### config.mk
export PLATFORM = sky130hd
export DESIGN_NAME = uo_uart_tx
export DESIGN_NICKNAME = d
export VERILOG_FILES = /design/src/rtl/uo_uart_tx_pkg.sv /design/src/rtl/uo_uart_tx_8n1.sv /design/src/rtl/uo_uart_tx.sv
export SDC_FILE = /design/constraint.sdc
export NUM_CORES = 1
export LEC_CHECK = 0
export CORE_AREA = 2 2 80 74
export DETAILED_ROUTE_END_ITERATION = 6
export DIE_AREA = 0 0 82 76
export HOLD_SLACK_MARGIN = 0.02
export PLACE_DENSITY_LB_ADDON = 0.1
export SLEW_MARGIN = 20
export SYNTH_ARGS = -nofsm -noshare
export SYNTH_HDL_FRONTEND = slang
export SYNTH_SLANG_ARGS = --single-unit
### constraint.sdc
create_clock -name clk -period 3.8 [get_ports clk]
set_clock_uncertainty 0.1 [all_clocks]
set_input_delay 0.76 -clock clk [delete_from_list [all_inputs] [get_ports clk]]
set_output_delay 0.76 -clock clk [all_outputs]
set_load 0.05 [all_outputs]
### src/rtl/uo_uart_tx_pkg.sv
// Shared tt04 board definitions for the uo_out UART monitor: serial FSM
// encoding, default bit period and a counter-width helper.
package uo_uart_tx_pkg;

  // 2.08 MHz board clock divided down to 9600 baud, rounded.
  localparam int unsigned TT04_CLKS_PER_BIT = 217;

  typedef enum logic [1:0] {
    ST_IDLE  = 2'd0,
    ST_START = 2'd1,
    ST_DATA  = 2'd2,
    ST_STOP  = 2'd3
  } uart_state_e;

  function automatic int unsigned cnt_width(input int unsigned n);
    return (n > 1) ? $clog2(n) : 1;
  endfunction

endpackage

### src/rtl/uo_uart_tx_8n1.sv
// 8N1 serialiser: takes one byte on a start strobe while idle and shifts it
// out LSB first between a low start bit and a high stop bit.
//
// state    | meaning
// ST_IDLE  | line high, waiting for start
// ST_START | start bit (low) for one bit period
// ST_DATA  | data bits 0..7, one bit period each
// ST_STOP  | stop bit (high) for one bit period
module uart_tx_8n1
  import uo_uart_tx_pkg::*;
#(
  parameter int unsigned CLKS_PER_BIT = TT04_CLKS_PER_BIT
) (
  input  logic       clk,
  input  logic       rst_n,
  input  logic       start,
  input  logic [7:0] data,
  output logic       busy,
  output logic       tx
);

  localparam int unsigned CNT_W = cnt_width(CLKS_PER_BIT);
  localparam logic [CNT_W-1:0] CNT_LOAD = CNT_W'(CLKS_PER_BIT - 1);

  uart_state_e      state_q, state_d;
  logic [CNT_W-1:0] cnt_q, cnt_d;
  logic [2:0]       bit_q, bit_d;
  logic [7:0]       shift_q, shift_d;
  logic             tx_q, tx_d;
  logic             busy_q, busy_d;

  always_comb begin
    state_d = state_q;
    cnt_d   = cnt_q;
    bit_d   = bit_q;
    shift_d = shift_q;
    case (state_q)
      ST_IDLE: begin
        if (start) begin
          state_d = ST_START;
          cnt_d   = CNT_LOAD;
          shift_d = data;
          bit_d   = '0;
        end
      end
      ST_START: begin
        if (cnt_q == '0) begin
          state_d = ST_DATA;
          cnt_d   = CNT_LOAD;
        end else begin
          cnt_d = cnt_q - CNT_W'(1);
        end
      end
      ST_DATA: begin
        if (cnt_q == '0) begin
          cnt_d = CNT_LOAD;
          if (bit_q == 3'd7) begin
            state_d = ST_STOP;
            bit_d   = '0;
          end else begin
            bit_d   = bit_q + 3'd1;
            shift_d = {1'b0, shift_q[7:1]};
          end
        end else begin
          cnt_d = cnt_q - CNT_W'(1);
        end
      end
      ST_STOP: begin
        if (cnt_q == '0) begin
          state_d = ST_IDLE;
        end else begin
          cnt_d = cnt_q - CNT_W'(1);
        end
      end
      default: state_d = ST_IDLE;
    endcase

    // Line and busy are registered from the next state so tx never glitches.
    busy_d = (state_d != ST_IDLE);
    case (state_d)
      ST_START: tx_d = 1'b0;
      ST_DATA:  tx_d = shift_d[0];
      default:  tx_d = 1'b1;
    endcase
  end

  always_ff @(posedge clk or negedge rst_n) begin
    if (!rst_n) begin
      state_q <= ST_IDLE;
      cnt_q   <= '0;
      bit_q   <= '0;
      shift_q <= '0;
      tx_q    <= 1'b1;
      busy_q  <= 1'b0;
    end else begin
      state_q <= state_d;
      cnt_q   <= cnt_d;
      bit_q   <= bit_d;
      shift_q <= shift_d;
      tx_q    <= tx_d;
      busy_q  <= busy_d;
    end
  end

  assign tx   = tx_q;
  assign busy = busy_q;

endmodule

### src/rtl/uo_uart_tx.sv
// Streams changes of the uo_out bus over a UART: change detect, optional
// periodic re-send, a one-deep pending slot with newest-wins drop counting.
module uo_uart_tx
  import uo_uart_tx_pkg::*;
#(
  parameter int unsigned CLKS_PER_BIT  = TT04_CLKS_PER_BIT,
  parameter int unsigned RESEND_CYCLES = 0
) (
  input  logic       clk,
  input  logic       rst_n,
  input  logic       ena,
  input  logic [7:0] uo_in,
  output logic       tx,
  output logic       busy,
  output logic [7:0] dropped
);

  localparam int unsigned RS_W = cnt_width(RESEND_CYCLES);
  localparam bit RS_EN = (RESEND_CYCLES > 0);
  localparam logic [RS_W-1:0] RS_LAST = RS_W'((RESEND_CYCLES > 0) ? RESEND_CYCLES - 1 : 0);
  // The frame-start cycle itself counts as tick 0, so re-sends start exactly
  // RESEND_CYCLES apart.
  localparam logic [RS_W-1:0] RS_RELOAD = (RESEND_CYCLES > 1) ? RS_W'(1) : '0;

  logic [7:0]      last_q, last_d;
  logic            last_vld_q, last_vld_d;
  logic [7:0]      pend_q, pend_d;
  logic            pend_vld_q, pend_vld_d;
  logic [7:0]      drop_q, drop_d;
  logic [RS_W-1:0] rs_q, rs_d;

  logic       tx_busy;
  logic       take;
  logic       known;
  logic [7:0] newest;
  logic       rs_hit;
  logic       queue;

  assign take   = pend_vld_q & ~tx_busy;
  assign known  = pend_vld_q | last_vld_q;
  assign newest = pend_vld_q ? pend_q : last_q;
  assign rs_hit = RS_EN && (rs_q == RS_LAST) && !pend_vld_q;
  assign queue  = ena & (~known | (uo_in != newest) | rs_hit);

  always_comb begin
    last_d     = last_q;
    last_vld_d = last_vld_q;
    pend_d     = pend_q;
    pend_vld_d = pend_vld_q;
    drop_d     = drop_q;
    rs_d       = rs_q;

    if (take) begin
      last_d     = pend_q;
      last_vld_d = 1'b1;
      pend_vld_d = 1'b0;
      rs_d       = RS_RELOAD;
    end else if (rs_q != RS_LAST) begin
      rs_d = rs_q + RS_W'(1);
    end

    // A value handed to the serialiser this cycle is not a drop.
    if (queue) begin
      pend_d     = uo_in;
      pend_vld_d = 1'b1;
      if (pend_vld_q && !take && drop_q != 8'hFF) begin
        drop_d = drop_q + 8'd1;
      end
    end
  end

  always_ff @(posedge clk or negedge rst_n) begin
    if (!rst_n) begin
      last_q     <= '0;
      last_vld_q <= 1'b0;
      pend_q     <= '0;
      pend_vld_q <= 1'b0;
      drop_q     <= '0;
      rs_q       <= '0;
    end else begin
      last_q     <= last_d;
      last_vld_q <= last_vld_d;
      pend_q     <= pend_d;
      pend_vld_q <= pend_vld_d;
      drop_q     <= drop_d;
      rs_q       <= rs_d;
    end
  end

  uart_tx_8n1 #(
    .CLKS_PER_BIT(CLKS_PER_BIT)
  ) u_tx (
    .clk  (clk),
    .rst_n(rst_n),
    .start(take),
    .data (pend_q),
    .busy (tx_busy),
    .tx   (tx)
  );

  assign busy    = tx_busy;
  assign dropped = drop_q;

endmodule

==> results.yml <==
clock_tree:
  clock_path_buffers: 2
  cts_setup_buffers: 0
  cts_resized: 0
  cts_sinks: 49
  cts_root_buffer: "clkbuf_8"
  tritoncts: "built"
  numCtsBuffers: 5
  cts_hold_buf: 0
  cts.htree.levels: 2
  path_clk_slew_ns: 0.10
  clock_latency_ns: 0.31
logic_synthesis:
  yosysTopAreaCellShare_pct: 45.78
  ys_warn_count: 0
  synth_area_um2: 2624
  synth_flop_cell: "dfrtp_1"
  synth-seq-cells: 49
  post_synth.cell_area_avg_um2: 10.75
  yosysTopAreaCell: "dfrtp_1"
  synth-seq-area-share_pct: 46.78
  synth_edf_count: 0
  synthTopCellsByArea: "dfrtp_1 46%, xnor2_1 5.0%, mux2_4 4.6%"
  synth_nets: 264
  syn_inst: 244
  synthArstFlopShare_pct: 100.0
  ys_types: 44
worst_setup_path:
  reg2reg_slack_ns: 1.18
  rr_startpoint: "pend_vld_q"
  endpoint: "u_tx.tx"
  cp_max_fo: 15
  r2r-end: "u_tx.tx"
  timing_worst_setup_path_type: "reg -> reg"
  end_kind: "register"
  worstPathRequired_ns: 3.95
  critPathLaunch: "pend_vld_q"
  worstRegToRegCells: 6
  cp-start-kind: "register"
  critPathArrivalTime_ns: 2.77
drt:
  vias: 1897
  first_pass_iters: 4
  first_iter_violations: 101
  vias_per_cell: 5.646
  wl_per_cell_um: 14.71
  ant_nets: 0
  drt_wl_total_mm: 4.944
  drc: 0
die:
  die-area_um2: 6232
  fp.dieH_um: 76
  dieWidth_um: 82
  core_region_area_um2: 5465
  start_util_pct: 48.01
  rows: 26
  ioPinCount: 21
power_and_ir_drop:
  peakVddDrop_mv: 0.4579
  netSwitchingFraction_pct: 41.68
  pwr-share-seq_pct: 37.8
  power_leakage_nw: 1.334
  power_frac_clock_pct: 16.8
  cellPowerDensity_nw_per_um2: 783.2
  combPwrFrac_pct: 45.4
  p_total_w: 0.002342
  internal-power_w: 0.001366
  p_sw_w: 0.0009762
sta:
  fin_crit_sh_pct: 68.96
  maxSlewViolCount: 0
  min_period_ns: 2.620
  finalHoldViolCount: 0
  finalSetupTns_ns: 0
  max_freq_ghz: 0.3816
  finalSetupViolCount: 0
  relSlewSlack_pct: 54.77
  tightest_slew_ns: 0.6785
  rsz0062_at_grt: "no"
final_layout:
  antenna_cells: 0
  fin_nets: 285
  area_delta_synth_final_pct: 13.97
  final_layout_size_suffix_gt1_share_pct: 12.78
  postLayoutCoreUtil_pct: 54.72
  fin_area_um2: 2990
  fillCellCount: 481
status:
  status: "finished, final reports clean"
grt:
  grt_antenna_before_repair: 0
  grt_use_total_pct: 17.71
  grt_max_degree: 31
  first_global_vias: 1831
  gr-total-overflow: 0
  grt_pass1_wl_mm: 8.680
flow_run:
  cap_violations: 0
hold_path:
  hold_class: "in -> async"
placement:
  place.port_buffers: 20
  gp_congestion: 0.7858
  placed_area_um2: 2872
  hpwl_mm: 3.478
kinds of logic (layout without fill, tap and decap cells):
family                     Yosys count  after routing  synth area share (%)
xor gates and xnor gates            16             16                 5.341
and+or+nand+nor                     75             75                 15.45
adders and majority gates            9              9                 4.292
DFF                                 49             49                 46.78
AOI/OAI and AO/OA                   52             52                 13.30
muxes                               25             25                 11.49
buffers and inverters               18             40                 3.338
per-stage QoR:
stage / cells / hold WS, ns / setup slack [ns]
after global routing: 336 / 0.3062 / 0.9175
after detailed placement: 328 / 0.3560 / 1.014
after global placement: 328 / 0.3573 / 1.035
final: 336 / 0.2858 / 1.180
after CTS: 336 / 0.2973 / 1.150
after floorplan: 244 / 0.3346 / 1.588
metal layers:
metal	share of wire (%)	up-vias	GRT usage (%)
met1	51	938	27.17
met3	3.7	5	3.555
met2	45	38	25.20
met4	0.97	0	5.333
li1	-	916	-
met5	0	-	0
flip-flops by register name, indices dropped and copies added (netlist names):
signal	cells
u_tx.cnt_q	8
pend_q	8
u_tx.shift_q	8
u_tx.bit_q	3
last_vld_q	1
u_tx.busy	1
u_tx.tx	1
last_q	8
pend_vld_q	1
u_tx.state_q	2
dropped	8
worst min-delay path by stage:
stage / endpoint / slack (ns) / cells past startpoint
global placement: last_vld_q / 0.36 / 1
CTS: u_tx.shift_q[7] / 0.30 / 1
global route: last_q[6] / 0.31 / 1
finish: last_q[6] / 0.29 / 1
detailed placement: last_vld_q / 0.36 / 1
floorplan: last_vld_q / 0.33 / 1
area by class of cell:
| type | instances | area, um^2 | share of cell area [%] |
|---|---|---|---|
| Inverter | 10 | 37.54 | 1.255 |
| Timing Repair Buffer | 22 | 210.2 | 7.029 |
| Clock inverter | 3 | 50.05 | 1.674 |
| Clock buffer | 5 | 68.82 | 2.301 |
| Multi-Input combinational cell | 177 | 1309 | 43.77 |
| Sequential cell | 49 | 1227 | 41.05 |
| Tap cell | 70 | 87.58 | 2.929 |
cell usage in the layout (no fill, tap or decap), types with 9 or more instances in the layout:
cell and instances:
inv_1 10, nand2_1 18, ha_1 9, o21ai_0 13
dfrtp_1 48, xnor2_1 15, nor2_1 22, mux2_2 9
a21oi_1 10, clkdlybuf4s50_1 19
power groups by stage:
stage / Clock [W] / Combinational (W) / Sequential, W
after floorplan: 0 / 0.000732 / 0.000963
after CTS: 0.000403 / 0.00107 / 0.000885
after detailed placement: 0 / 0.00107 / 0.000891
final: 0.000394 / 0.00106 / 0.000885
after global routing: 0.000424 / 0.00120 / 0.000917
after global placement: 0 / 0.00106 / 0.000892
worst max-delay path, stage by stage (launching register included):
cell and delay (ns):
dfrtp_1 0.79, nand2b_1 0.35, nand2_1 0.21, o21ai_0 0.16
a21oi_1 0.56, o21ai_1 0.17, o21a_1 0.22
cells in the mapped netlist, drive strengths merged (5+ instances only):
master and number:
nor2 22, dfrtp 48, mux2i 8, a221oi 6
ha 9, nor3 6, o21ai 14, a21oi 10
xnor2 15, nand3 6, nand4 6, buf 5
a21o 5, inv 10, nand2 18, mux2 17
Note: power is estimated with default switching activity, not from simulation.
==> RTL change (same settings) <==
Change the package constant `TT04_CLKS_PER_BIT` from 217 to 434.
--- a/src/rtl/uo_uart_tx_pkg.sv
+++ b/src/rtl/uo_uart_tx_pkg.sv
@@ -3,7 +3,7 @@
 package uo_uart_tx_pkg;
 
   // 2.08 MHz board clock divided down to 9600 baud, rounded.
-  localparam int unsigned TT04_CLKS_PER_BIT = 217;
+  localparam int unsigned TT04_CLKS_PER_BIT = 434;
 
   typedef enum logic [1:0] {
     ST_IDLE  = 2'd0,
Function: no difference found for any inputs over 10 cycles, from zero or initial values and one cycle with rst_n low; that may be too few to reach the edited logic, so the function may still have changed.
==> RTL change against the unedited design <==
Final area decreased by 0.92%. Sequential cell count up 1. Global-route usage down 0.57 points. Worst setup slack got worse by 0.23 ns. Routed wire length fell by 1.5%. Area after synthesis down 0.38%. Critical path type unchanged.
Power is not compared: it rests on default switching activity, and its combinational part moved more than twofold at a synthesized area within 25%.
==> RTL change: results (changes against the unedited design) <==
{
  "run_status": {
    "outcome": "completed"
  },
  "global_route": {
    "use_met3": {"value": 3.67, "unit": "%", "change": "+0.12 points"},
    "grt_util_all_layers": {"value": 17.1, "unit": "%", "change": "-0.57 points"},
    "first_global_vias": {"value": 1783, "change": "-2.6%"},
    "grt_pass1_wl": {"value": 8.33, "unit": "mm", "change": "-4.1%"},
    "grt_start_max_net_pins": {"value": 27, "change": "-13%"},
    "use_met1": {"value": 24.1, "unit": "%", "change": "-3.1 points"},
    "met2_usage": {"value": 25.5, "unit": "%", "change": "+0.33 points"}
  },
  "detailed_routing": {
    "dr_total_vias": {"value": 1819, "change": "-4.1%"},
    "drt_iter0_drc": {"value": 61, "change": "-40%"},
    "wl_met3": {"value": 179, "unit": "um", "change": "-3.2%"},
    "detail_route.wirelength": {"value": 4.87, "unit": "mm", "change": "-1.5%"},
    "metal1_wirelength": {"value": 2.38, "unit": "mm", "change": "-5.2%"}
  },
  "synthesis": {
    "postSynthNetCount": {"value": 265, "change": "+0.38%"},
    "synth-compound-area-share": {"value": 13.5, "unit": "%", "change": "+0.19 points"},
    "ranking_of_synthesized_cells_by_instance_count": "sky130_fd_sc_hd__dfrtp_1, sky130_fd_sc_hd__nor2_1, sky130_fd_sc_hd__a21oi_1, sky130_fd_sc_hd__mux2_2, sky130_fd_sc_hd__nand2_1",
    "synth.mux.area_fraction": {"value": 10.8, "unit": "%", "change": "-0.67 points"},
    "synth_xor_area_share": {"value": 7.04, "unit": "%", "change": "+1.7 points"},
    "yosys.cell_types.count": {"value": 45, "change": "+2.3%"},
    "ys_top_cells_by_area": "sky130_fd_sc_hd__dfrtp_1, sky130_fd_sc_hd__mux2_2, sky130_fd_sc_hd__xor2_1, sky130_fd_sc_hd__ha_1, sky130_fd_sc_hd__nor2_1",
    "synth_seq_area_share": {"value": 47.9, "unit": "%", "change": "+1.1 points"},
    "adder_cell_fraction_of_synth_area": {"value": 3.83, "unit": "%", "change": "-0.46 points"},
    "syn-instance-count": {"value": 246, "change": "+0.82%"}
  },
  "placement": {
    "numPlacedInstances": {"value": 328, "change": "unchanged"},
    "hpwlAfterDp": {"value": 3.43, "unit": "mm", "change": "-1.3%"},
    "routabilityCongestion": {"value": 0.787, "change": "+0.19%"}
  },
  "critical_path": {
    "crit_path_max_fanout": {"value": 14, "change": "-1"},
    "crit_path_start": "u_tx.cnt_q[0]",
    "critical_path.endpoint": "u_tx.shift_q[7]",
    "rr_worst_depth": {"value": 8, "change": "+2"},
    "timing.critical_path.arrival": {"value": 2.95, "unit": "ns", "change": "+0.18 ns"}
  },
  "layout": {
    "final_net_count": {"value": 284, "change": "-0.35%"},
    "post_layout_nonfiller_instances": {"value": 336, "change": "unchanged"},
    "layout.filler_cells": {"value": 505, "change": "+5.0%"}
  },
  "power_and_ir_drop": {
    "power_leakage_nw": 1.30
  },
  "cts": {
    "cts_setup_buffers": {"value": 0, "change": "unchanged"},
    "tritoncts.num_buffers": {"value": 5, "change": "unchanged"}
  },
  "timing": {
    "max_slew.worst_pin.slew": {"value": 0.680, "unit": "ns", "change": "+0.00147 ns"}
  }
}
==> RTL change: cell count changes in the layout (fill, tap and decap cells not counted), sizes merged, moves of 4 or more <==
| cell | change |
|---|---|
| a22oi | +6 |
| xnor2 | -6 |
| a21o | -4 |
| or4 | +4 |
| o21ai | -6 |
| a21oi | +9 |
| inv | -4 |
| xor2 | +11 |
| nand4 | -5 |
| nor2 | +4 |
| a221oi | -6 |
==> RTL change: power by group <==
part / leakage, nW / internal [mW] / switching (mW)
clock network: 0.0524 / 0.197 / 0.172
registers: 0.605 / 0.594 / 0.0663
logic: 0.644 / 0.151 / 0.241
total: 1.30 / 0.942 / 0.479
==> RTL change: area by class of cell <==
| type | count | area share (%) |
|---|---|---|
| Clock buffer | 7 | 2.58 |
| Clock inverter | 1 | 1.01 |
| Inverter | 8 | 1.01 |
| Multi-Input combinational cell | 178 | 43.1 |
| Sequential cell | 50 | 42.3 |
| Tap cell | 70 | 2.96 |
| Timing Repair Buffer | 22 | 7.09 |
==> RTL change: through the flow <==
step	power (mW)	setup slack (ns)	cell area [um2]	hold slack (ns)
detailed placement	1.07	0.718	2860	0.355
global placement	1.06	0.749	2860	0.349
global route	1.49	0.744	2960	0.369
finish	1.42	0.952	2960	0.335
CTS	1.44	0.952	2960	0.334
floorplan	0.922	1.43	2610	0.326
==> RTL change: worst max-delay path, cell delays in order, from the launching register on <==
cell and delay [ns]:
sky130_fd_sc_hd__dfrtp_1 0.42, sky130_fd_sc_hd__inv_1 0.08, sky130_fd_sc_hd__ha_1 0.19, sky130_fd_sc_hd__or4b_1 0.60, sky130_fd_sc_hd__nor4_4 0.52, sky130_fd_sc_hd__a21oi_1 0.10
sky130_fd_sc_hd__nor2_2 0.42, sky130_fd_sc_hd__nor2b_1 0.09, sky130_fd_sc_hd__a31o_2 0.23
